**config.mk**
```make
export PLATFORM = sky130hd
export DESIGN_NAME = arbiter8_rr
export DESIGN_NICKNAME = d
export VERILOG_FILES = /design/src/rtl/arbiter8_rr.sv
export SDC_FILE = /design/constraint.sdc
export NUM_CORES = 1
export LEC_CHECK = 0
export ABC_AREA = 1
export ABC_CLOCK_PERIOD_IN_PS = 5720
export CORE_MARGIN = 3
export CORE_UTILIZATION = 35
export CTS_CLUSTER_SIZE = 20
export DETAILED_ROUTE_END_ITERATION = 16
export GPL_TIMING_DRIVEN = 1
export PLACE_DENSITY_LB_ADDON = 0.12
export SYNTH_ARGS = -nofsm -noshare
export SYNTH_HDL_FRONTEND = slang
export SYNTH_SLANG_ARGS = --single-unit
```
**constraint.sdc**
```tcl
create_clock -name clk -period 5.72 [get_ports clk]
set_input_delay 1.716 -clock clk [delete_from_list [all_inputs] [get_ports clk]]
set_output_delay 1.716 -clock clk [all_outputs]
set_load 0.01 [all_outputs]
```
**src/rtl/arbiter8_rr.sv**
```systemverilog
// Round-robin arbiter for eight requesters sharing one decoded resource.
// Grants hold until done, abandonment, or HOLD_MAX timeout, then rotate.
module arbiter8_rr #(
  parameter int unsigned HOLD_MAX = 16
) (
  input  logic       clk,
  input  logic       rst,
  input  logic [7:0] req,
  input  logic       done,
  output logic [2:0] gnt_idx,
  output logic       gnt_en,
  output logic [7:0] gnt,
  output logic       tmo
);

  typedef enum logic {
    IDLE,
    GRANT
  } state_t;

  localparam logic [7:0] HOLD_LAST =
    (HOLD_MAX == 0) ? 8'd0 : 8'(HOLD_MAX - 1);

  state_t     state_q;
  logic [2:0] ptr_q;
  logic [7:0] cnt_q;
  logic [2:0] idx_q;
  logic       en_q;
  logic [7:0] gnt_q;
  logic       tmo_q;

  logic       hit;
  logic [2:0] win_d;
  logic [2:0] cand;
  logic       hold_exp;
  logic       rel;

  // Scan from the farthest offset down so the nearest set bit wins.
  always_comb begin
    hit   = 1'b0;
    win_d = ptr_q;
    cand  = ptr_q;
    for (int i = 7; i >= 0; i--) begin
      cand = ptr_q + 3'(i);
      if (req[cand]) begin
        hit   = 1'b1;
        win_d = cand;
      end
    end
  end

  assign hold_exp = (HOLD_MAX != 0) && (cnt_q == HOLD_LAST);
  assign rel      = done || !req[idx_q];

  always_ff @(posedge clk or posedge rst) begin
    if (rst) begin
      state_q <= IDLE;
      ptr_q   <= '0;
      cnt_q   <= '0;
      idx_q   <= '0;
      en_q    <= 1'b0;
      gnt_q   <= '0;
      tmo_q   <= 1'b0;
    end else begin
      unique case (state_q)
        IDLE: begin
          tmo_q <= 1'b0;
          if (hit) begin
            state_q <= GRANT;
            idx_q   <= win_d;
            en_q    <= 1'b1;
            gnt_q   <= 8'b1 << win_d;
            cnt_q   <= '0;
            ptr_q   <= win_d + 3'd1;
          end
        end
        GRANT: begin
          if (rel || hold_exp) begin
            state_q <= IDLE;
            en_q    <= 1'b0;
            gnt_q   <= '0;
            tmo_q   <= !rel;
          end else if (cnt_q != 8'hFF) begin
            cnt_q <= cnt_q + 8'd1;
          end
        end
      endcase
    end
  end

  assign gnt_idx = idx_q;
  assign gnt_en  = en_q;
  assign gnt     = gnt_q;
  assign tmo     = tmo_q;

endmodule

```
After elaboration in Yosys (flattened, before gate mapping)

Cells that the tools add are included.

Register bits after elaboration: 25
Bits of input ports: 11
Word-level logic and storage cells: 89

$add $sub $neg: 9
Magnitude comparators: 9
Equal/unequal tests: 6
Shift-type cells: 1
Muxes and demuxes: 49
Bitwise operators: 1
Reductions and logical operators: 7

Operator list:

| kind                                               | count |
|---|---|
| 2-to-1 mux 8 bit                                   | 5 |
| < comparator 3 x 4 -> 1 bit, second input constant | 9 |
| one-hot mux 8 bit (2 select lines)                 | 2 |
| binary-select mux 1 bit (select 3 bit)             | 9 |
| 2-to-1 mux 3 bit                                   | 8 |
| 2-to-1 mux 1 bit                                   | 22 |
| adder 3 bit, second input constant                 | 4 |
| adder 8 x 1 -> 8 bit, second input constant        | 1 |
| == test 8 x 4 -> 1 bit, second input constant      | 1 |
| != test 8 bit, second input constant               | 1 |
| left shift 1 x 3 -> 8 bit, first input constant    | 1 |
| adder 3 x 1 -> 3 bit, second input constant        | 2 |
| adder 3 x 2 -> 3 bit, second input constant        | 2 |
| one-hot mux 1 bit (2 select lines)                 | 3 |
| != test 2 x 1 -> 1 bit, second input constant      | 2 |
| != test 2 bit, second input constant               | 2 |
| AND reduction 2 bit                                | 2 |
| AND reduction 3 bit                                | 1 |
| logical NOT 1 bit                                  | 2 |
| logical OR 1 bit                                   | 2 |
| inverter 1 bit                                     | 1 |

Longest topological paths before layout

Depth in word-level cells: 14
Gate-level depth with buffers: 24
Gate-level depth less buffers: 23

Worst setup path after synthesis

OpenSTA, ideal clock, no wires.

Kind: input -> register
Start: in req[3]
End: reg ptr_q[2]
Arrival time: 3.234 ns
Required time: 5.599 ns
Setup slack: 2.365 ns
Cell stages on the path: 17
Path buffers: 0
Cells stage by stage: nand2_1 > nand3_1 > and2_1 > nand2_1 > nand2_1 > a21oi_1 > nand2_1 > nand2_1 > nand2_1 > nand2_1 > nand2_1 > nand2_1 > inv_1 > ha_1 > ha_1 > nand2_1 > o21ai_1

Word-level cells in the longest chain between the ends: 11
Elaborated cells between the ends (all ways): 34
Classes of those cells: 1 x add/sub; 32 x mux; 1 x reduce/logical

Ends and longest elaborated chain:

| what                                   | RTL line | source |
|---|---|---|
| start: declaration                     | 8        | `input logic [7:0] req,` |
| binary-select mux 1 bit (select 3 bit) | 45       | `if (req[cand]) begin` |
| 2-to-1 mux 1 bit (implied by the code) | 45       |  |
| 2-to-1 mux 3 bit (7 in series)         | 45       |  |
| 2-to-1 mux 3 bit *                     | 45       |  |
| net win_d[1]                           | 33       | `logic [2:0] win_d;` |
| adder 3 x 1 -> 3 bit *                 | 74       | `ptr_q <= win_d + 3'd1;` |
| end signal: assignment                 | 74       |  |
| end: declaration                       | 25       | `logic [2:0] ptr_q;` |

The timed path passes the listed nets; every way through them passes the cells marked *. The select of a mux whose other input is x is not followed.
A chain may end at the register's enable or synchronous reset.

Worst setup path in the final report

Same ends and word-level chain as after synthesis.

==> run_results.csv <==
group,metric,value,unit
outcome,run_status,"completed",
timing,fmax,0.259,GHz
timing,relSlewSlack,36.9,%
synth,syn_inst,280,
worst_setup_path,crit_type,"input port to register",
clock_network,numCtsBuffers,3,
worst_setup_path,critPathArrivalTime,4.01,ns
grt,grt_pass1_wl,8090,microns
run,cap_viol_max_count,0,
route,initialDrtViolationCount,93,
clock_network,postCtsSetupRepairBufs,0,
final_layout,layout-drive-gt1-share,12.0,%
timing,worstMarginPinSlew,0.945,ns
synth,async_flop_share,100,%
die,die_y,81.4,microns
clock_network,cts_resized,0,
synth,synth_enable_flop_cells,0,
worst_setup_path,critPathCaptureType,"register",
synth,synthFlopType,"dfrtp_1",
grt,grt_overflow,0,
route,finalWirelength,4570,microns
final_layout,fin_nets,321,
synth,yosysMostFrequentCell,"nand2_1",
die,die_w,81.4,microns
timing,fin_crit_sh,67.6,%
grt,grt_pass1_vias,1726,
timing,period_needed,3.87,ns
worst_setup_path,rr_worst_depth,21,
synth,netlist_area,0.00199,sq mm
route,first_pass_iters,4,
clock_network,clk_pin_slew_worst_paths,0.09,ns
place,hpwl,3600,microns
synth,yosysTopAreaCell,"dfrtp_1",
hold_path,hold_depth,2,
die,die_area,0.00663,sq mm
hold_path,worstHoldPathType,"register to register",
timing,setup_tns,0,ns
synth,syn_area_per_cell,7.11,sq um
grt,grt_use_total,15.4,%
synth,synth_commonest_cells,"nand2_1, nand3_1, inv_1",
synth,synth_top_area_share,31.4,%
route,ant_nets,0,
clock_network,hold_buffers,0,
synth,synthDistinctLibCells,32,
synth,synth.net_count,299,
route,drc_errors,0,
timing,finalSetupViolCount,0,
final_layout,fillers,560,
place,gp_congestion,0.912,
final_layout,antenna_cells,0,
grt,grt_start_max_net_pins,26,
final_layout,syn2layout_area_growth,15.3,%
clock_network,clock-root-buffer,"clkbuf_8",
synth,ys_warn_count,0,
clock_network,clock_path_buffers,2,
route,avgRoutedWirePerCell,12.3,microns
timing,drv_slew,0,
place,port_buffers,23,
die,pin_count,24,
clock_network,tritoncts,"yes",
timing,finalHoldViolCount,0,
worst_setup_path,cp_data_required_time,5.87,ns
synth,synth_top_cells_by_area,"dfrtp_1, nand2_1, nand3_1",
clock_network,clock_sinks,25,
die,row_count,26,
grt,antenna_found_initial,0,
clock_network,insertion_delay,0.27,ns
route,viasPerCell,4.96,
worst_setup_path,path_max_fanout,5,
worst_setup_path,critPathLaunchType,"input port",
timing,skew,0.00354,ns
synth,yosysSeqAreaShare,31.4,%
timing,rsz0062_at_grt,"no",
die,start_util,37.6,%
clock_network,htreeDepth,1,
route,via_count,1841,
synth,yosys_register_bits,25,
die,core,0.00530,sq mm
-- cell type report --
type | count | area [sq um] | share of cell area, %
multi-input combinational | 218 | 1190 | 51.8
sequential | 25 | 626 | 27.2
timing repair buffer | 23 | 230 | 10.0
inverter | 31 | 116 | 5.07
tap | 70 | 87.6 | 3.81
clock buffer | 3 | 41.3 | 1.80
clock inverter | 1 | 5.00 | 0.218
-- worst max-delay path, stage by stage --
cell	delay (ns)
clkdlybuf4s50_1	0.52
nand2_1	0.09
nand3_1	0.10
and2_1	0.20
nand2_1	0.09
nand2_1	0.14
inv_2	0.05
o211ai_1	0.10
nand2_1	0.07
nand2_1	0.08
nand2_1	0.05
nand2_1	0.05
nand2_1	0.12
ha_1	0.23
ha_1	0.27
nand2_1	0.06
o21ai_1	0.06
-- cell usage in the layout (no fill, tap or decap), types with 6 or more instances in the layout --
cell / count
a21oi_1: 6
or2_2: 6
clkdlybuf4s50_1: 23
inv_1: 26
o21ai_1: 11
nand2_1: 99
ha_1: 8
nand4_1: 7
nand3_1: 42
dfrtp_1: 25
-- metal layers --
| layer | part of all wire [%] | GRT usage [%] |
|---|---|---|
| met4 | 0 | 1.86 |
| met2 | 44 | 23.2 |
| met1 | 53 | 23.1 |
| met3 | 2.6 | 3.07 |
| met5 | 0 | 0 |
-- sequential cells by signal, summed over array words and instances, names as in the netlist --
register / count
gnt_en: 1
ptr_q: 3
gnt: 8
tmo: 1
cnt_q: 8
state_q: 1
gnt_idx: 3
-- cell families (layout without fill, tap and decap cells) --
family                     Yosys count  count (layout)  synth area share, %
AOI/OAI and AO/OA                   26              26                 7.48
xor gates and xnor gates             4               4                 2.51
adders and majority gates            8               8                 5.03
buffers and inverters               37              58                 8.86
DFF                                 25              25                 31.4
muxes                                2               2                 1.01
and+or+nand+nor                    178             178                 43.7
-- final timing paths --
path / startpoint / to / slack (ns)
min in group asynchronous: rst / state_q / 1.95
max in group asynchronous: rst / ptr_q[2] / 3.20
setup / recovery: req[3] / ptr_q[2] / 1.85
setup reg to reg: ptr_q[1] / ptr_q[2] / 2.41
hold / removal: gnt[7] / gnt[7] / 0.47
hold reg to reg: gnt[7] / gnt[7] / 0.47
-- stage by stage --
step / area [sq um] / hold WS (ns) / utilization (%) / worst slack (ns) / instances
after floorplan: 1990 / 0.502 / - / 2.36 / 280
after global placement: 2250 / 0.457 / 42.4 / 1.60 / 367
after detailed placement: 2250 / 0.458 / 42.4 / 1.57 / 367
after CTS: 2300 / 0.481 / 43.3 / 1.86 / 371
after global routing: 2300 / 0.503 / 43.3 / 1.63 / 371
final: 2300 / 0.474 / 43.3 / 1.85 / 371
Power is not shown: default switching activity piles up to over one toggle a cycle in this logic, so the estimate is an artifact.
